`config.mk`:
```
export PLATFORM = sky130hd
export DESIGN_NAME = mem_stage_ctrl
export DESIGN_NICKNAME = d
export VERILOG_FILES = /design/src/rtl/mem_stage_ctrl_pkg.sv /design/src/rtl/mem_stage_ctrl_load_align.sv /design/src/rtl/mem_stage_ctrl.sv
export SDC_FILE = /design/constraint.sdc
export NUM_CORES = 1
export LEC_CHECK = 0
export CAP_MARGIN = 25
export CORE_ASPECT_RATIO = 1.1
export CORE_MARGIN = 3
export CORE_UTILIZATION = 48
export CTS_CLUSTER_SIZE = 28
export DETAILED_ROUTE_END_ITERATION = 10
export HOLD_SLACK_MARGIN = 0.1
export PLACE_DENSITY = 0.95
export SYNTH_ARGS = -nofsm -noshare
export SYNTH_HDL_FRONTEND = slang
export SYNTH_SLANG_ARGS = --single-unit
```
`constraint.sdc`:
```
create_clock -name clk -period 2.3 [get_ports clk]
set_input_delay 0.23 -clock clk [delete_from_list [all_inputs] [get_ports clk]]
set_output_delay 0.23 -clock clk [all_outputs]
set_load 0.1 [all_outputs]
```
`src/rtl/mem_stage_ctrl_pkg.sv`:
```
// Shared definitions for the memory-stage controller: EX/M control bit indices,
// FSM state encoding and byte-enable helpers.
package mem_stage_pkg;

    localparam int CTL_MEM_READ   = 0;
    localparam int CTL_MEM_WRITE  = 1;
    localparam int CTL_BYTE       = 2;
    localparam int CTL_REG_WRITE  = 3;
    localparam int CTL_MEM_TO_REG = 4;
    localparam int CTL_BRANCH     = 5;

    localparam logic [3:0] BE_WORD = 4'hF;

    typedef enum logic [1:0] {
        IDLE = 2'd0,
        REQ  = 2'd1,
        RESP = 2'd2
    } state_t;

    // One-hot byte enable for the lane addressed by the low address bits.
    function automatic logic [3:0] byte_be(input logic [1:0] lane);
        logic [3:0] be;
        case (lane)
            2'd0:    be = 4'b0001;
            2'd1:    be = 4'b0010;
            2'd2:    be = 4'b0100;
            2'd3:    be = 4'b1000;
            default: be = 4'b0001;
        endcase
        return be;
    endfunction

    // Store data as presented on the bus: byte stores replicate into every lane.
    function automatic logic [31:0] store_data(input logic [31:0] data, input logic is_byte);
        logic [31:0] wd;
        if (is_byte) begin
            wd = {4{data[7:0]}};
        end else begin
            wd = data;
        end
        return wd;
    endfunction

endpackage

```
`src/rtl/mem_stage_ctrl_load_align.sv`:
```
// Load alignment: selects the addressed byte lane of the memory read data and
// sign-extends it for byte loads; word loads pass through unchanged.
module load_align (
    input  logic [31:0] rdata,
    input  logic [1:0]  lane,
    input  logic        is_byte,
    output logic [31:0] value
);

    logic [7:0] byte_s;

    // Byte lane selection by address offset.
    always_comb begin
        case (lane)
            2'd0:    byte_s = rdata[7:0];
            2'd1:    byte_s = rdata[15:8];
            2'd2:    byte_s = rdata[23:16];
            2'd3:    byte_s = rdata[31:24];
            default: byte_s = rdata[7:0];
        endcase
    end

    // Sign extension for byte loads.
    always_comb begin
        if (is_byte) begin
            value = {{24{byte_s[7]}}, byte_s};
        end else begin
            value = rdata;
        end
    end

endmodule

```
`src/rtl/mem_stage_ctrl.sv`:
```
// Memory stage: decodes the EX/M bundle, runs valid/ack data-memory transactions
// with timeout, drives the pipeline stall and owns the M/WB register.
// Build option: define MISALIGN_TRAP_EN to trap unaligned word accesses (adds misalign_trap).
module mem_stage_ctrl
    import mem_stage_pkg::*;
#(
    parameter int TIMEOUT_CYCLES = 16,
    parameter int ADDR_W         = 32
) (
    input  logic              clk,
    input  logic              reset,
    input  logic [31:0]       alu_output_in,
    input  logic [31:0]       next_pc_in,
    input  logic              take_branch_in,
    input  logic [31:0]       data_in,
    input  logic [5:0]        control_in,
    input  logic [4:0]        rgD_index_in,
    output logic              stall,
    output logic              pc_redirect,
    output logic [31:0]       pc_target,
    output logic              mem_req,
    output logic              mem_we,
    output logic [ADDR_W-1:0] mem_addr,
    output logic [3:0]        mem_be,
    output logic [31:0]       mem_wdata,
    input  logic              mem_ack,
    input  logic [31:0]       mem_rdata,
    output logic              mem_error,
    output logic [31:0]       wb_data,
    output logic [4:0]        wb_rgD,
    output logic              wb_reg_write
`ifdef MISALIGN_TRAP_EN
    ,
    output logic              misalign_trap
`endif
);

    localparam logic [7:0] CNT_LAST = 8'(TIMEOUT_CYCLES - 1);

    state_t      state_r;
    state_t      state_nx_s;
    logic [7:0]  cnt_r;
    logic [31:0] load_r;
    logic        failed_r;

    logic        mem_op_s;
    logic        is_write_s;
    logic        is_byte_s;
    logic        trap_s;
    logic        timeout_s;
    logic [ADDR_W-1:0] addr_s;
    logic [3:0]  be_s;
    logic [31:0] load_val_s;
    logic [31:0] alu_wb_s;

    // A request with both read and write set is a write.
    assign mem_op_s   = control_in[CTL_MEM_READ] | control_in[CTL_MEM_WRITE];
    assign is_write_s = control_in[CTL_MEM_WRITE];
    assign is_byte_s  = control_in[CTL_BYTE];
    assign timeout_s  = (state_r == REQ) & ~mem_ack & (cnt_r == CNT_LAST);

`ifdef MISALIGN_TRAP_EN
    assign trap_s = mem_op_s & ~is_byte_s & (alu_output_in[1:0] != 2'b00);
`else
    assign trap_s = 1'b0;
`endif

    assign pc_redirect = control_in[CTL_BRANCH] & take_branch_in;
    assign pc_target   = alu_output_in;

    // Request address and byte-enable decode from the EX/M address.
    always_comb begin
        if (is_byte_s) begin
            addr_s = alu_output_in[ADDR_W-1:0];
            be_s   = byte_be(alu_output_in[1:0]);
        end else begin
            addr_s = {alu_output_in[ADDR_W-1:2], 2'b00};
            be_s   = BE_WORD;
        end
    end

    // Writeback value for non-memory instructions.
    always_comb begin
        if (control_in[CTL_BRANCH]) begin
            alu_wb_s = control_in[CTL_MEM_TO_REG] ? alu_output_in : next_pc_in;
        end else begin
            alu_wb_s = alu_output_in;
        end
    end

    load_align u_load_align (
        .rdata   (mem_rdata),
        .lane    (mem_addr[1:0]),
        .is_byte (is_byte_s),
        .value   (load_val_s)
    );

    // FSM state register.
    always_ff @(posedge clk) begin
        if (reset) begin
            state_r <= IDLE;
        end else begin
            state_r <= state_nx_s;
        end
    end

    // FSM next-state decode.
    always_comb begin
        state_nx_s = state_r;
        case (state_r)
            IDLE: begin
                if (mem_op_s) begin
                    state_nx_s = trap_s ? RESP : REQ;
                end else begin
                    state_nx_s = IDLE;
                end
            end
            REQ: begin
                if (mem_ack || (cnt_r == CNT_LAST)) begin
                    state_nx_s = RESP;
                end else begin
                    state_nx_s = REQ;
                end
            end
            RESP:    state_nx_s = IDLE;
            default: state_nx_s = IDLE;
        endcase
    end

    // FSM outputs: hold EX/M while a memory op is launching or outstanding.
    always_comb begin
        case (state_r)
            IDLE:    stall = mem_op_s;
            REQ:     stall = 1'b1;
            RESP:    stall = 1'b0;
            default: stall = 1'b0;
        endcase
    end

    // Data-memory request port; fields stay frozen while the request is open.
    always_ff @(posedge clk) begin
        if (reset) begin
            mem_req   <= 1'b0;
            mem_we    <= 1'b0;
            mem_addr  <= '0;
            mem_be    <= 4'h0;
            mem_wdata <= 32'h0000_0000;
        end else begin
            case (state_r)
                IDLE: begin
                    if (mem_op_s && !trap_s) begin
                        mem_req   <= 1'b1;
                        mem_we    <= is_write_s;
                        mem_addr  <= addr_s;
                        mem_be    <= be_s;
                        mem_wdata <= store_data(data_in, is_byte_s);
                    end else begin
                        mem_req <= 1'b0;
                    end
                end
                REQ:     mem_req <= (state_nx_s == REQ);
                default: mem_req <= 1'b0;
            endcase
        end
    end

    // Timeout counter, abort pulse and load capture.
    always_ff @(posedge clk) begin
        if (reset) begin
            cnt_r     <= 8'd0;
            mem_error <= 1'b0;
            load_r    <= 32'h0000_0000;
            failed_r  <= 1'b0;
        end else begin
            mem_error <= timeout_s;
            case (state_r)
                IDLE: begin
                    cnt_r    <= 8'd0;
                    failed_r <= trap_s;
                end
                REQ: begin
                    cnt_r    <= (state_nx_s == REQ) ? cnt_r + 8'd1 : 8'd0;
                    failed_r <= ~mem_ack;
                    if (mem_ack) begin
                        load_r <= load_val_s;
                    end else begin
                        load_r <= load_r;
                    end
                end
                default: cnt_r <= 8'd0;
            endcase
        end
    end

`ifdef MISALIGN_TRAP_EN
    // Trap pulse lands in the RESP cycle of a misaligned word access.
    always_ff @(posedge clk) begin
        if (reset) begin
            misalign_trap <= 1'b0;
        end else begin
            misalign_trap <= (state_r == IDLE) & trap_s;
        end
    end
`endif

    // M/WB register: bubbles while stalled, results on completion.
    always_ff @(posedge clk) begin
        if (reset) begin
            wb_data      <= 32'h0000_0000;
            wb_rgD       <= 5'd0;
            wb_reg_write <= 1'b0;
        end else begin
            case (state_r)
                IDLE: begin
                    if (mem_op_s) begin
                        wb_reg_write <= 1'b0;
                    end else begin
                        wb_data      <= alu_wb_s;
                        wb_rgD       <= rgD_index_in;
                        wb_reg_write <= control_in[CTL_REG_WRITE];
                    end
                end
                RESP: begin
                    wb_data      <= is_write_s ? alu_output_in : load_r;
                    wb_rgD       <= rgD_index_in;
                    wb_reg_write <= control_in[CTL_REG_WRITE] & ~failed_r;
                end
                default: wb_reg_write <= 1'b0;
            endcase
        end
    end

endmodule

```
### Yosys cells after proc, flatten, opt, wreduce, memory -nomap -nowiden

Cells that the tools add are included.

| storage, ports and cells | value |
|---|---|
| flip-flop bits (word level) | 152 |
| bits of input ports | 143 |

| operators by class | value |
|---|---|
| equal/unequal tests | 11 |
| bitwise logic cells | 9 |
| multiplexer cells | 22 |
| $add $sub $neg | 1 |
| reductions and logical operators | 10 |

Operator list:

| operator | number |
|---|---|
| 32-bit 2-to-1 mux | 6 |
| 32-bit case mux with 2 select lines | 1 |
| 8-bit case mux with 4 select lines | 1 |
| 4-bit case mux with 4 select lines | 1 |
| 2-bit equality test (second input constant) | 5 |
| 5-bit case mux with 2 select lines | 1 |
| 8-bit by 1-bit adder with 8-bit output (second input constant) | 1 |
| 2-bit by 1-bit equality test with 1-bit output (second input constant) | 4 |
| 8-bit by 4-bit equality test with 1-bit output (second input constant) | 1 |
| 1-bit case mux with 2 select lines | 4 |
| 2-bit zero test | 3 |
| 2-bit AND reduction | 3 |
| 5-bit 2-to-1 mux | 1 |
| 1-bit bitwise AND | 4 |
| 2-bit 2-to-1 mux | 2 |
| 4-bit 2-to-1 mux | 1 |
| 1-bit NOT | 4 |
| 2-bit case mux with 2 select lines | 1 |
| 2-bit nonzero test | 2 |
| 1-bit 2-to-1 mux | 3 |
| 3-bit OR reduction | 1 |
| 2-bit inequality test (second input constant) | 1 |
| 1-bit logical OR | 1 |
| 1-bit OR | 1 |

### Depth between registers and ports, before layout

| logic depth | value |
|---|---|
| depth after elaboration | 7 |
| depth in mapped cells | 7 |
| mapped depth without buffers | 4 |

### By module

From an unflattened synthesis, not the netlist that was laid out.

| unflattened totals | value |
|---|---|
| cells, all modules | 861 |
| area total of the unflattened synthesis | 7528.5 um^2 |

Modules (own cells, without submodules):

| module | cells an instance | sequential area each (um^2) | area an instance (um^2) | instances |
|---|---|---|---|---|
| mem_stage_ctrl | 761 | 3042.9 | 6875.3 | 1 |
| load_align | 100 | 0.0 | 653.1 | 1 |

### Worst setup path after synthesis

No wires, ideal clock.

| timing | value |
|---|---|
| kind | input to output |
| from | in control_in[1] |
| to | out stall |
| arrival time | 2.140 ns |
| buffers on the path | 2 |
| slack | -0.070 ns |
| cell stages on the path | 4 |
| required time | 2.070 ns |
| path through | buf_6 > nor2_2 > clkbuf_1 > a21oi_1 |

| between the ends | value |
|---|---|
| word-level cells in the longest chain between the ends | 2 |

Ends and longest elaborated chain:

| what | RTL line | source |
|---|---|---|
| start: declaration | mem_stage_ctrl.sv:16 | `input logic [5:0] control_in,` |
| 1-bit OR | mem_stage_ctrl.sv:57 | `assign mem_op_s = control_in[CTL_MEM_READ] \| control_in[CTL_MEM_WRITE];` |
| 1-bit case mux with 2 select lines | mem_stage_ctrl.sv:132 | `case (state_r)` |
| end: declaration | mem_stage_ctrl.sv:18 | `output logic stall,` |

No other way between the ends.

### Worst setup path in the final report

| timing | value |
|---|---|
| from | reg state_r[0] |
| to | out stall |

| between the ends | value |
|---|---|
| word-level cells in the longest chain between the ends | 2 |
| elaborated cells between the ends (all ways) | 3 |
| classes of those cells | eq/ne: 1; mux: 1; reduce/logical: 1 |

Ends and longest elaborated chain:

| what | RTL line | source |
|---|---|---|
| start: declaration | mem_stage_ctrl.sv:40 | `state_t state_r;` |
| start signal: assignment | mem_stage_ctrl.sv:103 | `state_r <= state_nx_s;` |
| 2-bit by 1-bit equality test with 1-bit output / 2-bit zero test (equally long branches) | mem_stage_ctrl.sv:132 |  |
| 1-bit case mux with 2 select lines * | mem_stage_ctrl.sv:132 |  |

Every way passes the cells marked *; elsewhere a longest branch is shown, timed or not.

==> flow_summary.yaml <==
cts:
  clock_path_buffers: 2
  numClockSinks: 152
  cts_tree: "yes"
  cts_root_buf: "clkbuf_16"
  h-tree-depth: 4
  clkLatencyLatePin_ns: 0.42
  post_cts_buffers: 0
  ctsResizeCount: 0
  cts_buffers: 17
  hold_buffers: 0
  clk_pin_slew_ns: 0.06
sta:
  final_max_slew_viol_count: 0
  holdWs_ns: 0.152
  fin_crit_ns: 1.93
  setup_viol_count_final: 0
  hold_viol: 0
  fin_worst_skew_ns: 0.00714
  rsz0062_at_grt: "false"
  worstMarginPinSlew_ns: 0.745
  slew_headroom_pct: 50.3
  fin_tns_setup_ns: 0
  max_freq_ghz: 0.519
  setup_slack_ns: 0.374
  period_share_pct: 83.8
logic_synthesis:
  ys_warn_count: 0
  synth_flop_cell: "dfxtp_1"
  synth.avg_cell_area_um2: 9.27
  ys_types: 54
  synth_seq_cells: 152
  yosysSeqAreaShare_pct: 41.8
  syn_nets: 930
  synthArstFlopShare_pct: 0
  synth_cells: 786
  synth_edf_count: 0
  synth_area_um2: 7280
layout:
  antennaDiodeCount: 0
  nets: 1149
  fin_util_pct: 70.9
  design_area_um2: 10400
  drive_gt1_share_pct: 21.8
  fin_cells: 1209
  area_delta_synth_final_pct: 42.3
grt:
  antenna_found_initial: 0
  grt_max_degree: 68
  grt_pass1_vias: 7123
  grt_overflow: 0
  track_usage_pct: 28.8
  grt_pass1_wl_mm: 37.4
worst_setup_path:
  ff2ff_path_depth: 4
  r2r_slack_ns: 0.53
  path_cells: "inv_2, buf_4, a21oi_2, buf_12"
  cp_slowest_cell: "dfxtp_1"
  crit_family: "flip-flops"
  critPathMaxFanout: 13
  endpoint_kind: "output pin"
  critPathLaunchType: "flop"
  crit_required_ns: 2.07
  rr_endpoint: "load_r[31]$_SDFFE_PP0P_"
  timing.rr.start: "mem_addr[1]$_SDFFE_PP0N_"
  path_class: "flop to output pin"
  cp.arrival_ns: 1.70
  cp.buffers_inverters: 3
  slowest_delay_ns: 0.61
place:
  place_inst: 1177
  place_area_um2: 9680
  io_buffers: 285
  dp.final_hpwl_mm: 17.6
  place_ws_ns: 0.176
  gp_congestion: 0.795
floorplan:
  io_pins: 286
  fp.coreArea_um2: 14600
  die_area_um2: 16700
  row_count: 46
  chipHeight_um: 135
  die_x_um: 123
  start_util_pct: 49.8
detailed_routing:
  routed_via_density: 5.90
  drcViolationCount: 0
  drt-total-wl_mm: 24.6
  num_vias: 7138
  postRouteAntennaNets: 0
  wire_per_inst_um: 20.4
  dr.pass1.iters: 5
  first_iter_violations: 650
hold_path:
  min_from: "reset"
  min_path_type: "input port to flop"
  holdPathEnd: "wb_rgD[1]$_SDFFE_PP0P_"
  hold_path_depth: 2
run_status:
  status: "finished, final reports clean"
pwr:
  power.density_nw_per_um2: 886
  peakVddDrop_mv: 0.716
  power_mw: 9.18
  p_leak_nw: 4.16
flow_run:
  cap_violations: 0
[layout make-up]
cell class | instances | area, µm²
Fill cell | 1093 | 4250
Multi-Input combinational cell | 515 | 3620
Sequential cell | 152 | 3040
Timing Repair Buffer | 309 | 2760
Clock buffer | 23 | 468
Tap cell | 192 | 240
Clock inverter | 8 | 193
Inverter | 10 | 37.5
[registers in the layout, indices dropped and copies added, names as in the netlist, 2 cells and up]
name and count:
mem_addr 32, mem_wdata 32, state_r 2, cnt_r 8, wb_rgD 5, mem_be 4, load_r 32, wb_data 32
[report_power, final]
| group | switching, mW | total [mW] | internal (mW) |
|---|---|---|---|
| sequential | 0.145 | 3.00 | 2.86 |
| combinational | 2.20 | 3.03 | 0.829 |
| clock | 1.06 | 3.15 | 2.09 |
| total | 3.41 | 9.18 | 5.78 |
[cell usage after synthesis (all sizes together) (10+ instances only)]
cell	n	area, µm²
mux2i	59	591
nor2	64	250
a221o	32	320
clkbuf	38	143
nand2b	28	175
inv	10	37.5
dfxtp	152	3040
nand3	46	230
mux2	38	428
a211oi	24	180
buf	71	472
a21oi	80	412
a311oi	28	245
o21ai	51	255
[cells by family after synthesis]
family	count (synthesis)	synth area share [%]
xor gates and xnor gates	2	0.241
muxes	97	14.0
and+or+nand+nor	172	12.1
AOI/OAI and AO/OA	243	22.8
buffers and inverters	119	8.95
adders and majority gates	1	0.172
DFF	152	41.8
[worst max-delay path by stage]
stage                     cells past startpoint                     start  slack [ns]                        to
after floorplan                               4  mem_addr[0]$_SDFFE_PP0N_        0.15   load_r[12]$_SDFFE_PP0P_
after global placement                        4             control_in[0]        0.24  wb_data[20]$_SDFFE_PP0P_
after detailed placement                      4             control_in[0]        0.18  wb_data[21]$_SDFFE_PP0P_
after CTS                                     4     state_r[0]$_SDFF_PP0_        0.35                     stall
after global routing                          4     state_r[0]$_SDFF_PP0_        0.29                     stall
final                                         4     state_r[0]$_SDFF_PP0_        0.37                     stall
[per-layer routing]
metal	GRT usage (%)	wire length, µm
met5	0	0
met4	12.6	803
met3	7.77	2230
met2	49.4	12200
met1	33.5	9420
[cells in the final DEF (no fill, tap or decap), types with 16 or more instances in the layout]
master,count
a211oi_1,24
a21oi_1,76
a221o_1,32
a311oi_1,28
buf_4,160
clkbuf_16,17
clkdlybuf4s50_1,139
dfxtp_1,152
mux2_1,30
mux2i_1,59
nand2b_1,28
nand3_1,46
nor2_1,61
o21ai_0,16
o21ai_1,35
Power figures use the tool's default switching activity.
